`src/rtl/intersection_phase_scheduler_if.sv`:
```
// rtl/intersection_phase_scheduler_if.sv - request inputs and lamp/status outputs of the phase scheduler
interface intersection_phase_scheduler_if #(
  parameter int CW = 4
);
  logic          NS_req;
  logic          EW_req;
  logic          ped_req;
  logic [2:0]    NS_light;
  logic [2:0]    EW_light;
  logic          walk;
  logic          ped_ack;
  logic [2:0]    phase;
  logic [CW-1:0] timer;

  modport master (
    output NS_req, EW_req, ped_req,
    input  NS_light, EW_light, walk, ped_ack, phase, timer
  );

  modport slave (
    input  NS_req, EW_req, ped_req,
    output NS_light, EW_light, walk, ped_ack, phase, timer
  );
endinterface

```
`src/rtl/intersection_phase_scheduler.sv`:
```
// rtl/intersection_phase_scheduler.sv - NS/EW/pedestrian right-of-way scheduler, one cycle per second
// Optional pedestrian phase enabled by defining PED_PHASE_EN.
module intersection_phase_scheduler #(
  parameter int GREEN_MAX = 10,
  parameter int GREEN_MIN = 5,
  parameter int YELLOW_T  = 2,
  parameter int ALLRED_T  = 1,
  parameter int WALK_T    = 6,
  parameter int CW        = 4
) (
  input logic                           clk,
  input logic                           rst,
  intersection_phase_scheduler_if.slave bus
);
  typedef enum logic [2:0] {
    ALL_RED   = 3'b000,
    NS_GREEN  = 3'b001,
    NS_YELLOW = 3'b010,
    EW_GREEN  = 3'b011,
`ifdef PED_PHASE_EN
    EW_YELLOW = 3'b100,
    WALK      = 3'b101
`else
    EW_YELLOW = 3'b100
`endif
  } phase_e;

  typedef enum logic [1:0] {
    SRC_NS  = 2'd0,
    SRC_EW  = 2'd1,
    SRC_PED = 2'd2
  } src_e;

  localparam logic [CW-1:0] GREEN_LD  = CW'(GREEN_MAX - 1);
  localparam logic [CW-1:0] YELLOW_LD = CW'(YELLOW_T - 1);
  localparam logic [CW-1:0] ALLRED_LD = CW'(ALLRED_T - 1);
  localparam logic [CW-1:0] GAP_TH    = CW'(GREEN_MAX - GREEN_MIN);
`ifdef PED_PHASE_EN
  localparam logic [CW-1:0] WALK_LD   = CW'(WALK_T - 1);
  localparam src_e          LAST_RST  = SRC_PED;
`else
  localparam src_e          LAST_RST  = SRC_EW;
`endif

  phase_e        phase_q, phase_d;
  logic [CW-1:0] timer_q, timer_d;
  src_e          last_q, last_d;
  logic          ns_pend_q, ns_pend_d;
  logic          ew_pend_q, ew_pend_d;
  src_e          grant;
  logic          ns_other, ew_other;
  logic          gap_ok;

`ifdef PED_PHASE_EN
  logic          ped_pend_q, ped_pend_d;
  logic          ped_ack_q, ped_ack_d;

  assign ns_other = ew_pend_q | ped_pend_q;
  assign ew_other = ns_pend_q | ped_pend_q;

  always_comb begin
    grant = SRC_NS;
    case (last_q)
      SRC_NS:  grant = ew_pend_q ? SRC_EW : ped_pend_q ? SRC_PED : ns_pend_q ? SRC_NS : SRC_EW;
      SRC_EW:  grant = ped_pend_q ? SRC_PED : ns_pend_q ? SRC_NS : ew_pend_q ? SRC_EW : SRC_NS;
      default: grant = ns_pend_q ? SRC_NS : ew_pend_q ? SRC_EW : ped_pend_q ? SRC_PED : SRC_NS;
    endcase
  end
`else
  logic unused_ped;
  assign unused_ped = bus.ped_req;
  assign ns_other   = ew_pend_q;
  assign ew_other   = ns_pend_q;

  always_comb begin
    grant = SRC_NS;
    case (last_q)
      SRC_NS:  grant = ew_pend_q ? SRC_EW : ns_pend_q ? SRC_NS : SRC_EW;
      default: grant = ns_pend_q ? SRC_NS : ew_pend_q ? SRC_EW : SRC_NS;
    endcase
  end
`endif

  // Gap-out window opens once GREEN_MIN cycles of green have been served.
  assign gap_ok = (timer_q <= GAP_TH);

  always_comb begin
    phase_d = phase_q;
    timer_d = (timer_q != '0) ? timer_q - CW'(1) : timer_q;
    last_d  = last_q;
`ifdef PED_PHASE_EN
    ped_ack_d = 1'b0;
`endif
    case (phase_q)
      ALL_RED: if (timer_q == '0) begin
        last_d = grant;
        case (grant)
          SRC_NS:  begin phase_d = NS_GREEN; timer_d = GREEN_LD; end
`ifdef PED_PHASE_EN
          SRC_EW:  begin phase_d = EW_GREEN; timer_d = GREEN_LD; end
          default: begin phase_d = WALK;     timer_d = WALK_LD; ped_ack_d = 1'b1; end
`else
          default: begin phase_d = EW_GREEN; timer_d = GREEN_LD; end
`endif
        endcase
      end
      NS_GREEN: if (timer_q == '0 || (gap_ok && !bus.NS_req && ns_other)) begin
        phase_d = NS_YELLOW;
        timer_d = YELLOW_LD;
      end
      EW_GREEN: if (timer_q == '0 || (gap_ok && !bus.EW_req && ew_other)) begin
        phase_d = EW_YELLOW;
        timer_d = YELLOW_LD;
      end
      NS_YELLOW, EW_YELLOW: if (timer_q == '0) begin
        phase_d = ALL_RED;
        timer_d = ALLRED_LD;
      end
`ifdef PED_PHASE_EN
      WALK: if (timer_q == '0) begin
        phase_d = ALL_RED;
        timer_d = ALLRED_LD;
      end
`endif
      default: begin
        phase_d = ALL_RED;
        timer_d = ALLRED_LD;
      end
    endcase
  end

  // Entry into a requester's own phase clears its latch even if it is requesting again.
  always_comb begin
    ns_pend_d = (ns_pend_q | (bus.NS_req & (phase_q != NS_GREEN) & (phase_q != NS_YELLOW)))
                & ~((phase_d == NS_GREEN) & (phase_q != NS_GREEN));
    ew_pend_d = (ew_pend_q | (bus.EW_req & (phase_q != EW_GREEN) & (phase_q != EW_YELLOW)))
                & ~((phase_d == EW_GREEN) & (phase_q != EW_GREEN));
`ifdef PED_PHASE_EN
    ped_pend_d = (ped_pend_q | (bus.ped_req & (phase_q != WALK)))
                 & ~((phase_d == WALK) & (phase_q != WALK));
`endif
  end

  always_ff @(posedge clk or negedge rst) begin
    if (!rst) begin
      phase_q    <= ALL_RED;
      timer_q    <= ALLRED_LD;
      last_q     <= LAST_RST;
      ns_pend_q  <= 1'b0;
      ew_pend_q  <= 1'b0;
`ifdef PED_PHASE_EN
      ped_pend_q <= 1'b0;
      ped_ack_q  <= 1'b0;
`endif
    end else begin
      phase_q    <= phase_d;
      timer_q    <= timer_d;
      last_q     <= last_d;
      ns_pend_q  <= ns_pend_d;
      ew_pend_q  <= ew_pend_d;
`ifdef PED_PHASE_EN
      ped_pend_q <= ped_pend_d;
      ped_ack_q  <= ped_ack_d;
`endif
    end
  end

  always_comb begin
    bus.NS_light = 3'b100;
    bus.EW_light = 3'b100;
    case (phase_q)
      NS_GREEN:  bus.NS_light = 3'b001;
      NS_YELLOW: bus.NS_light = 3'b010;
      EW_GREEN:  bus.EW_light = 3'b001;
      EW_YELLOW: bus.EW_light = 3'b010;
      default:   ;
    endcase
  end

  assign bus.phase = phase_q;
  assign bus.timer = timer_q;
`ifdef PED_PHASE_EN
  assign bus.walk    = (phase_q == WALK);
  assign bus.ped_ack = ped_ack_q;
`else
  assign bus.walk    = 1'b0;
  assign bus.ped_ack = 1'b0;
`endif
endmodule

```
`src/flat_wrapper.sv`:
```
// flat-port wrapper written by rule: the top's interface ports become plain ports
module intersection_phase_scheduler_flat 
#(
  parameter int GREEN_MAX = 10,
  parameter int GREEN_MIN = 5,
  parameter int YELLOW_T  = 2,
  parameter int ALLRED_T  = 1,
  parameter int WALK_T    = 6,
  parameter int CW        = 4
)
  (clk, rst, bus_NS_req, bus_EW_req, bus_ped_req, bus_NS_light, bus_EW_light, bus_walk, bus_ped_ack, bus_phase, bus_timer);
  intersection_phase_scheduler_if #(.CW(CW)) bus_i ();
  input logic clk;
  input logic rst;
  input wire logic [$bits(bus_i.NS_req)-1:0] bus_NS_req;
  input wire logic [$bits(bus_i.EW_req)-1:0] bus_EW_req;
  input wire logic [$bits(bus_i.ped_req)-1:0] bus_ped_req;
  output wire logic [$bits(bus_i.NS_light)-1:0] bus_NS_light;
  output wire logic [$bits(bus_i.EW_light)-1:0] bus_EW_light;
  output wire logic [$bits(bus_i.walk)-1:0] bus_walk;
  output wire logic [$bits(bus_i.ped_ack)-1:0] bus_ped_ack;
  output wire logic [$bits(bus_i.phase)-1:0] bus_phase;
  output wire logic [$bits(bus_i.timer)-1:0] bus_timer;
  assign bus_i.NS_req = bus_NS_req;
  assign bus_i.EW_req = bus_EW_req;
  assign bus_i.ped_req = bus_ped_req;
  assign bus_NS_light = bus_i.NS_light;
  assign bus_EW_light = bus_i.EW_light;
  assign bus_walk = bus_i.walk;
  assign bus_ped_ack = bus_i.ped_ack;
  assign bus_phase = bus_i.phase;
  assign bus_timer = bus_i.timer;
  intersection_phase_scheduler #(.GREEN_MAX(GREEN_MAX), .GREEN_MIN(GREEN_MIN), .YELLOW_T(YELLOW_T), .ALLRED_T(ALLRED_T), .WALK_T(WALK_T), .CW(CW)) u_core (.clk(clk), .rst(rst), .bus(bus_i));
endmodule
```
`config.mk`:
```
export PLATFORM = sky130hd
export DESIGN_NAME = intersection_phase_scheduler_flat
export DESIGN_NICKNAME = d
export VERILOG_FILES = /design/src/rtl/intersection_phase_scheduler_if.sv /design/src/rtl/intersection_phase_scheduler.sv /design/src/flat_wrapper.sv
export SDC_FILE = /design/constraint.sdc
export NUM_CORES = 1
export LEC_CHECK = 0
export BUFFER_PORTS_ARGS = -buffer_cell sky130_fd_sc_hd__buf_2
export CAP_MARGIN = 30
export CORE_MARGIN = 1.5
export CORE_UTILIZATION = 42
export CTS_CLUSTER_DIAMETER = 50
export DETAILED_ROUTE_END_ITERATION = 8
export PLACE_DENSITY_LB_ADDON = 0.1
export SETUP_SLACK_MARGIN = 0.05
export SLEW_MARGIN = 20
export SYNTH_ARGS = -nofsm -noshare
export SYNTH_HDL_FRONTEND = slang
export SYNTH_SLANG_ARGS = --single-unit
```
`constraint.sdc`:
```
create_clock -name clk -period 2.25 [get_ports clk]
set_input_delay 0.3375 -clock clk [delete_from_list [all_inputs] [get_ports clk]]
set_output_delay 0.3375 -clock clk [all_outputs]
set_load 0.05 [all_outputs]
```
# == Word-level counts from Yosys, hierarchy flattened ==
# Cells that the tools add are included.
# word_totals
out_inout_bits,15
input_bits,5
elab_cells,63
register_bits,11
# op_classes
n_lt_le_gt_ge,1
muxes,19
add_sub_neg,1
n_reduce_logical,15
eq_ne,10
n_bitwise,12
# ops
operator,n
4-bit 2-to-1 mux,5
4-bit case mux with 4 select lines,1
3-bit 2-to-1 mux,4
3-bit case mux with 2 select lines,2
3-bit case mux with 4 select lines,1
3-bit by 2-bit equality test with 1-bit output (second input constant),3
1-bit bitwise AND,8
2-bit 2-to-1 mux,4
3-bit by 1-bit equality test with 1-bit output (second input constant),2
3-bit by 2-bit inequality test with 1-bit output (second input constant),2
4-bit by 3-bit less-or-equal comparator with 1-bit output (second input constant),1
1-bit logical AND,4
2-bit logical NOT,2
4-bit logical NOT,1
4-bit nonzero test,1
4-bit by 1-bit subtractor with 4-bit output (second input constant),1
3-bit equality test (second input constant),1
3-bit logical NOT,1
3-bit by 1-bit inequality test with 1-bit output (second input constant),1
3-bit inequality test (second input constant),1
1-bit logical NOT,2
1-bit logical OR,2
1-bit 2-to-1 mux,2
1-bit inverter,2
3 further kinds,4

# == Logic depth before layout (Yosys ltp) ==
# Gate-level depths: netlist (run 1).
# depth
ltp_word,11
depth_mapped,10

# == Worst setup path before layout (run 1) ==
# OpenSTA, ideal clock, no wires.
# synth_path
path_type,register -> register
startpoint,"register u_core.phase_q[0], in the netlist u_core.bus.phase[0]"
endpoint,register u_core.ew_pend_q
path_stages_with_launch,6
period_less_slack_ns,3.143
arrival_time_ns,3.022
setup_ns,0.121
path_slack_ns,-0.893
path_cell_list,dfrtp_1 -> buf_2 -> nor3b_1 -> nor2_1 -> a21oi_1 -> nor2_1
# synth_via
elab_chain_cells,7
# synth_lines
item,line_no,rtl
"start, declared",intersection_phase_scheduler.sv:45,"phase_e phase_q, phase_d;"
"start signal, assigned",intersection_phase_scheduler.sv:156,phase_q <= phase_d;
3-bit by 2-bit equality test with 1-bit output or 3-bit equality test (tied branches),intersection_phase_scheduler.sv:94,case (phase_q)
2-bit OR reduction,intersection_phase_scheduler.sv:94,
3-bit case mux with 4 select lines,intersection_phase_scheduler.sv:94,
3-bit by 2-bit equality test with 1-bit output,intersection_phase_scheduler.sv:137,& ~((phase_d == EW_GREEN) & (phase_q != EW_GREEN));
1-bit bitwise AND,intersection_phase_scheduler.sv:137,
1-bit inverter,intersection_phase_scheduler.sv:137,
1-bit bitwise AND *,intersection_phase_scheduler.sv:137,
named net u_core.ew_pend_d,intersection_phase_scheduler.sv:49,"logic ew_pend_q, ew_pend_d;"
"end signal, assigned",intersection_phase_scheduler.sv:160,ew_pend_q <= ew_pend_d;
"end, declared",intersection_phase_scheduler.sv:49,
# The timed path passes the listed nets; every way through them passes the cells marked *.
# A chain may end at the register's enable or synchronous reset.

# == Worst setup path in the final report (run 1) ==
# layout_path
startpoint,"register u_core.timer_q[0], in the netlist u_core.bus.timer[0]"
endpoint,"register u_core.timer_q[0], in the netlist u_core.bus.timer[0]"
# layout_via
elab_chain_cells,6
# layout_lines
item,line_no,rtl
"start, declared",intersection_phase_scheduler.sv:46,"logic [CW-1:0] timer_q, timer_d;"
"start signal, assigned",intersection_phase_scheduler.sv:157,timer_q <= timer_d;
4-bit by 3-bit less-or-equal comparator with 1-bit output,intersection_phase_scheduler.sv:85,assign gap_ok = (timer_q <= GAP_TH);
1-bit logical AND (on tied branches) (2 in series),"intersection_phase_scheduler.sv:111, intersection_phase_scheduler.sv:107",
1-bit logical OR (on tied branches),"intersection_phase_scheduler.sv:111, intersection_phase_scheduler.sv:107",
4-bit 2-to-1 mux (on tied branches),"intersection_phase_scheduler.sv:111, intersection_phase_scheduler.sv:107",
4-bit case mux with 4 select lines *,intersection_phase_scheduler.sv:94,
named net u_core.timer_d[0],intersection_phase_scheduler.sv:46,
# Marked as above.

==> impl_metrics.json, run 1 <==
{
  "status": "finished clean",
  "antenna-diode-count": 0,
  "post_route_cells_drive_above_1_share": 0.320,
  "drv_slew": 0,
  "synth_seq_area_share": 0.361,
  "clock_tree.root_cell": "clkbuf_4",
  "fin_skew_ns": 0.00486,
  "pin_count": 20,
  "crit_path_top_delay_cell": "dfrtp_2",
  "yosys_register_bits": 10,
  "holdPathStages": 3,
  "detail_route.wirelength.met1_um": 783,
  "arrival_ns": 2.17,
  "final_net_count": 110,
  "worst_path_largest_cell_delay_ns": 0.44,
  "longest_clk_path_bufs": 2,
  "final_antenna_net_count": 0,
  "row_count": 14,
  "detailed_router_s_first_iteration_violation_count": 17,
  "route.vias.total": 660,
  "worst_hold_margin_ns": 0.341,
  "start_util": 0.457,
  "maxCapViolCount": 0,
  "hpwl_reported_at_the_end_of_detailed_placement_um": 1180,
  "cp.buffers_inverters": 1,
  "worst-setup-path-type": "flip-flop to flip-flop",
  "worstSetupStartpointType": "flip-flop",
  "critPathMostFrequentCell": "ha_1",
  "post-synth-top-area-cell": "dfrtp_1",
  "netlist_instances": 81,
  "synth.top_cells.by_area": "dfrtp_1, a21oi_1, ha_1, nor2_1, dfstp_2",
  "worstPathCellList": "inv_1 > ha_1 > or3b_1 > ha_1 > nor2b_1 > a211oi_1 > a31oi_1 > o22ai_1 > a21o_1",
  "yosysWarningCount": 0,
  "path_delay_family": "simple AND/OR/NAND/NOR gates",
  "number_of_antenna_violations_at_the_first_check_in_global_routing": 0,
  "grt_setup_unrepaired": "no",
  "total_cts_buffers": 3,
  "endpoint_required_time_on_the_critical_path_ns": 2.41,
  "drtPass1Iterations": 4,
  "grt_start_max_net_pins": 12,
  "synth_area_per_cell_um2": 8.60,
  "max_clock_freq_mhz": 499,
  "final_cell_mix": "buf_2, a21oi_1, nor2_1, dfrtp_1, nand2_1",
  "clk_pin_slew_ns": 0.07,
  "wire_per_inst_um": 13.9,
  "timing.final.crit_share": 0.891,
  "fp.dieW_um": 43.7,
  "final_util": 0.556,
  "gp_congestion": 0.777,
  "core_region_area_mm2": 0.00152,
  "hold_viol": 0,
  "vias_per_cell": 5.69,
  "synthDistinctLibCells": 31,
  "dieHeight_um": 43.7,
  "timing.critical_path.fanout_max": 5,
  "clock_tree_from_tritoncts": "done",
  "first_global_vias": 608,
  "grt-ovfl-total": 0,
  "port-buffer-count": 16,
  "dr_wl_met3_um": 89,
  "detailroute.wirelength.met2_um": 719,
  "global_route_usage_over_all_layers": 0.191,
  "worst_skew_pair.late_latency_ns": 0.27,
  "r2r_cells": 9,
  "worstSetupPathDepth": 9,
  "route.final.wire_length_um": 1620,
  "layout.filler_cells": 146,
  "routed.top_layer": "met4",
  "fp.dieArea_mm2": 0.00191,
  "fin_crit_ns": 2.00,
  "syn_to_final_growth_pct": 21.5,
  "worst_hold_path_type": "input pin to flip-flop",
  "syn-cell-area_um2": 697,
  "cts_htree_levels": 1,
  "synth_top_area_frac": 0.323,
  "critPathCaptureType": "flip-flop",
  "grt_pass1_wl_um": 2640,
  "final_common_cell": "buf_2",
  "drt_drc_violations_left": 0,
  "tritoncts_num_sinks": 10,
  "finalSetupViolCount": 0
}
[path summary, 6_finish.rpt]
check | from | end | slack, ns
max in group asynchronous | rst | u_core.last_q[0]$_DFFE_PN1P_ | 1.52
worst min-delay path | bus_EW_req | u_core.ew_pend_q$_DFF_PN0_ | 0.34
worst max register to register | u_core.bus.timer[0]$_DFF_PN0_ | u_core.bus.timer[0]$_DFF_PN0_ | 0.25
worst max-delay path | u_core.bus.timer[0]$_DFF_PN0_ | u_core.bus.timer[0]$_DFF_PN0_ | 0.25
min in group asynchronous | rst | u_core.bus.timer[2]$_DFF_PN0_ | 0.46
worst min register to register | u_core.ew_other$_DFF_PN0_ | u_core.last_q[0]$_DFFE_PN1P_ | 0.51
[metal layers]
metal | vias up | GRT usage
met5 | - | 0
met4 | 0 | 0.109
met3 | 4 | 0.0375
met2 | 25 | 0.276
met1 | 312 | 0.265
li1 | 319 | -
[synth_stat cells]
cell type and count:
o32ai_1 1, nor3b_1 1, a21o_1 2, nor3_1 2, mux2i_1 1, a31oi_1 1
dfstp_2 1, buf_6 1, or3b_1 1, o21ai_1 1, nand2_1 6, dfrtp_1 9
nor2_1 10, maj3_1 1, a211oi_1 2, inv_1 5, buf_2 2, o22ai_1 1
buf_4 2, a21oi_1 10, o21ai_0 4, nor2b_1 3, nand2b_1 3, ha_1 4
conb_1 1, a221o_1 1, nor4_4 1, or3_1 1, a32o_1 1, a211oi_2 1
or2_2 1
[tightest hold or removal path: cells and delay by family]
kind | cells | cell delay [ns]
simple gates | 1 | 0.09
buf+inv | 1 | 0.08
compound gates | 1 | 0.05
[cell type report]
cell class              count  area (um^2)  area share
clock buffers               4         36.3      0.0428
multi-input cells          62          413       0.487
flip-flops and latches     10          254       0.300
repair buffers             19          105       0.124
well taps                  16         20.0      0.0236
inverters                   5         18.8      0.0222
[stage by stage]
step                      worst slack (ns)  setup TNS, ns  area, um^2  instances
after floorplan                    -0.0950         -0.230         722         82
after global placement               0.261              0         801        111
after detailed placement             0.265              0         801        111
after CTS                            0.237              0         847        116
after global routing                0.0899              0         847        116
final                                0.245              0         847        116
[cell families (layout without fill, tap and decap cells)]
logic type	Yosys count	count (layout)	share of synthesized area
buf+inv	10	28	0.0790
fa+ha+maj	5	5	0.0862
flops	10	10	0.361
simple gates	29	29	0.226
mux	1	1	0.0144
other cells	1	2	0.00538
compound gates	25	25	0.228
[flip-flops by register name (all words and copies together), names as in the netlist]
| name | cells |
|---|---|
| u_core.bus.phase | 3 |
| u_core.ew_pend_q | 1 |
| u_core.ew_other | 1 |
| u_core.bus.timer | 4 |
| u_core.last_q | 1 |
[timing repair]
item                                   in CTS  in global routing
endpoints found under the hold margin       9                  0
setup endpoints to repair                   0                  0
hold buffers                                1                  0
buffers inserted                            0                  0
gates resized for setup                     0                  0
Power of run 1 is not shown: default switching activity piles up to over one toggle a cycle in this logic, so the estimate is an artifact.
==> run 2: changes to the inputs <==
--- a/config.mk
+++ b/config.mk
@@ -11,8 +11,9 @@
 export CORE_UTILIZATION = 42
 export CTS_CLUSTER_DIAMETER = 50
 export DETAILED_ROUTE_END_ITERATION = 8
+export GPL_TIMING_DRIVEN = 0
 export PLACE_DENSITY_LB_ADDON = 0.1
-export SETUP_SLACK_MARGIN = 0.05
+export SETUP_SLACK_MARGIN = 0.5
 export SLEW_MARGIN = 20
 export SYNTH_ARGS = -nofsm -noshare
 export SYNTH_HDL_FRONTEND = slang
==> constraint.sdc (replaced) <==
create_clock -name clk -period 2.25 [get_ports clk]
set_input_delay 0.3375 -clock clk [delete_from_list [all_inputs] [get_ports clk]]
set_output_delay 0.3375 -clock clk [all_outputs]
set_load 0.005 [all_outputs]
==> run 2 against run 1 <==
Critical path type unchanged. Worst hold slack better by 0.024 ns. Global-route usage increased by 0.38 points. Largest cell class unchanged. Worst setup slack better by 0.096 ns. Highest routed layer unchanged.
==> impl_metrics.json, run 2 (synthesis results as in run 1) <==
{
  "detailed_router_s_first_iteration_violation_count": 13,
  "global_route_usage_over_all_layers": 0.195,
  "r2r_start": "u_core.bus.timer[0]$_DFF_PN0_",
  "final_common_cell": "buf_2",
  "total_cts_buffers": 3,
  "drt_drc_violations_left": 0,
  "status": "finished clean",
  "critPathMostFrequentCell": "ha_4",
  "final_cell_mix": "buf_2, buf_4, a21oi_1, dfrtp_1",
  "port-buffer-count": 16,
  "final_net_count": 125,
  "grt_start_max_net_pins": 11,
  "dieHeight_um": 43.7,
  "critPathCapture": "u_core.bus.timer[0]$_DFF_PN0_",
  "clock_tree_from_tritoncts": "done",
  "max_clock_freq_mhz": 524,
  "maxCapViolCount": 0,
  "power_density_mw_per_mm2": 1450,
  "drv_slew": 0,
  "wire_per_inst_um": 12.9,
  "pin_count": 20,
  "fin_cells": 131,
  "row_count": 14,
  "timing.critical_path.fanout_max": 3,
  "cts_htree_levels": 1,
  "clock_tree.root_cell": "clkbuf_4",
  "grt_pass1_wl_um": 2730,
  "timing.final.crit_share": 0.849,
  "worst-setup-path-type": "flip-flop to flip-flop",
  "drtPass1Iterations": 4,
  "fp.dieW_um": 43.7,
  "vias_per_cell": 5.20,
  "largest_reg_flops": 4,
  "route.final.wire_length_um": 1700,
  "critical_path.startpoint": "u_core.bus.timer[0]$_DFF_PN0_",
  "setup_total_negative_slack_ns": 0,
  "r2r_cells": 10,
  "fin_skew_ns": 0.00422,
  "crit_path_top_delay_cell": "dfrtp_1",
  "fin_crit_ns": 1.91,
  "start_util": 0.457,
  "arrival_ns": 2.07,
  "hold_viol": 0,
  "number_of_antenna_violations_at_the_first_check_in_global_routing": 0,
  "finalSetupViolCount": 0,
  "grt-ovfl-total": 0,
  "final_antenna_net_count": 0,
  "vdd.ir_drop.worst_mv": 0.708,
  "route.vias.total": 681,
  "p_leak_nw": 0.485,
  "antenna-diode-count": 0,
  "tritoncts_num_sinks": 10,
  "final_util": 0.652,
  "endpoint_required_time_on_the_critical_path_ns": 2.41,
  "fp.dieArea_mm2": 0.00191,
  "worstSetupStartpointType": "flip-flop",
  "core_region_area_mm2": 0.00152,
  "worstPathCellList": "inv_2 > ha_4 > or3b_4 > buf_6 > ha_4 > nor2b_1 > a211oi_1 > a31oi_1 > o22ai_1 > a21o_1",
  "post_route_cells_drive_above_1_share": 0.470,
  "worst_path_largest_cell_delay_ns": 0.40,
  "worst_hold_margin_ns": 0.365,
  "clk_pin_slew_ns": 0.07,
  "worst_skew_pair.late_latency_ns": 0.27,
  "hpwl_reported_at_the_end_of_detailed_placement_um": 1150,
  "critPathCaptureType": "flip-flop",
  "first_global_vias": 627,
  "syn_to_final_growth_pct": 42.5,
  "grt_setup_unrepaired": "yes",
  "longest_clk_path_bufs": 2,
  "regToRegEndpoint": "u_core.bus.timer[0]$_DFF_PN0_",
  "gp_congestion": 0.780,
  "reg2reg_setup_slack_ns": 0.34,
  "worst_hold_path_type": "input pin to flip-flop",
  "post-place-cells": 114
}
run 2: cell count changes in the layout (fill, tap and decap cells not counted), moves of 2 or more:
cell,change
inv_2,+3
buf_6,+2
ha_1,-2
buf_4,+12
ha_4,+2
inv_1,-3
run 2: how the worst min path moves through the flow:
stage | start | to | slack [ns] | cells after the start
6_report | bus_NS_req | u_core.ew_other$_DFF_PN0_ | 0.36 | 3
5_1_grt | bus_EW_req | u_core.ew_pend_q$_DFF_PN0_ | 0.36 | 3
4_1_cts | bus_NS_req | u_core.ew_other$_DFF_PN0_ | 0.36 | 3
3_5_place_dp | rst | u_core.bus.timer[0]$_DFF_PN0_ | 0.22 | 1
3_3_place_gp | rst | u_core.bus.timer[0]$_DFF_PN0_ | 0.21 | 1
2_1_floorplan | rst | u_core.bus.phase[0]$_DFF_PN0_ | 0.04 | 0
run 2: metal layers:
layer,up-vias,track usage,wire [um]
met3,2,0.0375,60
met1,312,0.268,821
met2,15,0.294,797
li1,352,-,-
met5,-,0,0
met4,0,0.0909,16
run 2: per-stage QoR:
step | setup WS [ns] | cell area (um^2) | total power [W]
6_report | 0.341 | 993 | 0.00144
5_1_grt | 0.240 | 993 | 0.00158
4_1_cts | 0.321 | 936 | 0.00135
3_5_place_dp | 0.212 | 816 | 0.00107
3_3_place_gp | 0.245 | 816 | 0.00106
2_1_floorplan | 0.328 | 716 | 0.000864
run 2: cell type report:
cell class	instances	area, um^2
Multi-Input combinational cell	62	440
Inverter	5	18.8
Timing Repair Buffer	29	180
Sequential cell	10	253
Tap cell	16	20.0
Clock buffer	4	36.3
Buffer	5	45.0
Fill cell	129	531
run 2: power breakdown:
group	internal (W)	total (W)	switching (W)
Sequential	0.000262	0.000336	0.0000741
Clock	0.0000982	0.000166	0.0000679
Combinational	0.000472	0.000938	0.000466
Total	0.000833	0.00144	0.000608
run 2: critical path: cells and delay by family (launching register included):
family | cells | cell delay, ns
and+or+nand+nor | 2 | 0.47
AOI/OAI and AO/OA | 4 | 0.44
DFF | 1 | 0.40
adders and majority gates | 2 | 0.28
buffers and inverters | 2 | 0.21
run 2: repair_timing:
item                       in CTS  in global routing
buffers inserted                7                  5
gates resized for setup         5                  8
setup endpoints to repair       6                 13
pin swaps                       5                  3
hold endpoints to repair        9                  0
hold buffers                    1                  0
No activity file was read; power rests on OpenSTA's default activity.
==> run 3: changes to the inputs <==
==> constraint.sdc (replaced) <==
create_clock -name clk -period 1.55 [get_ports clk]
set_input_delay 0.2325 -clock clk [delete_from_list [all_inputs] [get_ports clk]]
set_output_delay 0.2325 -clock clk [all_outputs]
set_load 0.005 [all_outputs]
==> run 3 against run 2 <==
The run now ends with negative setup slack left. Critical path type unchanged. Largest cell class unchanged. Core utilization up 16 points. Global-route usage increased by 4.0 points. Clock skew grew 0.012 ns. Non-clock buffer count is 14 higher. Via count rose by 20%. Worst setup slack got worse by 0.74 ns.
==> impl_metrics.json, run 3 (synthesis results as in run 1) <==
{
  "status": "finished with violations",
  "failing_checks": "negative setup slack",
  "number_of_antenna_violations_at_the_first_check_in_global_routing": 0,
  "tritoncts_num_sinks": 10,
  "clk_pin_slew_ns": 0.07,
  "port-buffer-count": 16,
  "arrival_ns": 2.13,
  "crit_path_top_delay_cell": "dfrtp_1",
  "worst_hold_path_type": "input pin to flip-flop",
  "pin_count": 20,
  "min-delay-start": "bus_EW_req",
  "total_cts_buffers": 3,
  "dp_worst_setup_slack_ns": -0.481,
  "fin_cells": 145,
  "p_leak_nw": 0.579,
  "worst_path_largest_cell_delay_ns": 0.42,
  "timing.final.crit_share": 1.26,
  "wire_per_inst_um": 16.5,
  "holdPathStages": 3,
  "setup_total_negative_slack_ns": -3.23,
  "critPathMostFrequentCell": "ha_4",
  "clock_tree.root_cell": "clkbuf_4",
  "timing.critical_path.fanout_max": 3,
  "dieHeight_um": 43.7,
  "detailed_router_s_first_iteration_violation_count": 29,
  "drtPass1Iterations": 4,
  "route.vias.total": 818,
  "antenna-diode-count": 0,
  "endpoint_required_time_on_the_critical_path_ns": 1.73,
  "layout.filler_cells": 94,
  "hpwl_reported_at_the_end_of_detailed_placement_um": 1180,
  "seq_power_share": 0.179,
  "vdd.ir_drop.worst_mv": 1.31,
  "syn_to_final_growth_pct": 77.9,
  "p_int_w": 0.00157,
  "first_global_vias": 738,
  "post-place-cells": 114,
  "finalSetupViolCount": 12,
  "comb_power_share": 0.751,
  "maxCapViolCount": 0,
  "fin_skew_ns": 0.0164,
  "worstSetupStartpointType": "flip-flop",
  "start_util": 0.457,
  "core_region_area_mm2": 0.00152,
  "route.final.wire_length_um": 2390,
  "final_net_count": 139,
  "critPathCaptureType": "flip-flop",
  "final_cell_mix": "buf_4, buf_6, buf_2, dfrtp_1",
  "clock_tree_from_tritoncts": "done",
  "regToRegEndpoint": "u_core.bus.timer[0]$_DFF_PN0_",
  "fp.dieW_um": 43.7,
  "global_route_usage_over_all_layers": 0.235,
  "vias_per_cell": 5.64,
  "drt_drc_violations_left": 0,
  "worst-setup-path-type": "flip-flop to flip-flop",
  "grt-ovfl-total": 0,
  "fin_crit_ns": 1.95,
  "grt_start_max_net_pins": 11,
  "longest_clk_path_bufs": 2,
  "grt_pass1_wl_um": 3310,
  "r2r_cells": 10,
  "gp_congestion": 0.753,
  "final_common_cell": "buf_4",
  "cts_htree_levels": 1,
  "switching_share": 0.432,
  "row_count": 14,
  "largest_reg_flops": 4,
  "net-switching-power_w": 0.00119,
  "worstHoldEndpoint": "u_core.ew_pend_q$_DFF_PN0_",
  "power.share.clock": 0.070,
  "final_util": 0.814,
  "post_route_cells_drive_above_1_share": 0.636,
  "r2r_start": "u_core.bus.timer[1]$_DFF_PN0_",
  "final_critical_path_setup_slack_ns": -0.400,
  "drv_slew": 0,
  "grt_setup_unrepaired": "yes",
  "hold_viol": 0,
  "worst_hold_margin_ns": 0.231,
  "worst_skew_pair.late_latency_ns": 0.28,
  "worstPathCellList": "inv_2 > ha_4 > or3b_4 > buf_6 > ha_4 > nor2b_1 > a211oi_1 > a31oi_1 > o22ai_1 > a21o_1",
  "max_clock_freq_mhz": 513,
  "power_density_mw_per_mm2": 2230,
  "final_antenna_net_count": 0,
  "fp.dieArea_mm2": 0.00191,
  "reg2reg_setup_slack_ns": -0.40
}
## run 3: worst max-delay path by stage
stage | slack [ns] | to | cells after the start | startpoint
final | -0.40 | u_core.bus.timer[0]$_DFF_PN0_ | 10 | u_core.bus.timer[1]$_DFF_PN0_
after global routing | -0.51 | u_core.bus.timer[0]$_DFF_PN0_ | 10 | u_core.bus.timer[1]$_DFF_PN0_
after CTS | -0.38 | u_core.bus.timer[0]$_DFF_PN0_ | 10 | u_core.bus.timer[0]$_DFF_PN0_
after detailed placement | -0.48 | u_core.bus.timer[0]$_DFF_PN0_ | 10 | u_core.bus.timer[0]$_DFF_PN0_
after global placement | -0.44 | u_core.bus.timer[0]$_DFF_PN0_ | 10 | u_core.bus.timer[0]$_DFF_PN0_
after floorplan | -0.36 | u_core.bus.timer[0]$_DFF_PN0_ | 10 | u_core.bus.timer[0]$_DFF_PN0_
## run 3: routing by layer
layer | vias up | global-route usage | share of wire
met1 | 411 | 0.310 | 0.41
li1 | 378 | - | -
met5 | - | 0 | 0
met4 | 0 | 0.0727 | 0.023
met2 | 23 | 0.376 | 0.52
met3 | 6 | 0.0625 | 0.048
## run 3: stage by stage
stage / power [W] / instance area [um^2]
floorplan: 0.00137 / 771
global placement: 0.00165 / 871
detailed placement: 0.00167 / 871
CTS: 0.00222 / 1090
global route: 0.00292 / 1240
finish: 0.00276 / 1240
## run 3: layout make-up
class | instances | area, um^2 | share of cell area
inverters | 5 | 23.8 | 0.0192
plain buffers | 5 | 48.8 | 0.0394
well taps | 16 | 20.0 | 0.0161
clock buffers | 4 | 26.3 | 0.0212
repair buffers | 43 | 347 | 0.280
multi-input cells | 62 | 520 | 0.420
flip-flops and latches | 10 | 254 | 0.205
## run 3: power by group through the flow
stage | registers (W) | logic (W) | clock network [W]
after floorplan | 0.000496 | 0.000874 | 0
after global placement | 0.000502 | 0.00115 | 0
after detailed placement | 0.000506 | 0.00117 | 0
after CTS | 0.000473 | 0.00155 | 0.000200
after global routing | 0.000504 | 0.00221 | 0.000206
final | 0.000493 | 0.00207 | 0.000194
## run 3: timing repair
item | CTS | global route
endpoints found under the hold margin | 9 | 0
pin swaps | 8 | 10
hold buffers | 1 | 0
gates resized for setup | 9 | 25
setup buffers | 17 | 9
endpoints found under the setup margin | 20 | 23
## run 3: worst max-delay path, delay by kind of cell (launching register included)
family,cells,cell delay [ns]
flops,1,0.42
fa+ha+maj,2,0.29
buf+inv,2,0.24
simple gates,2,0.47
compound gates,4,0.44
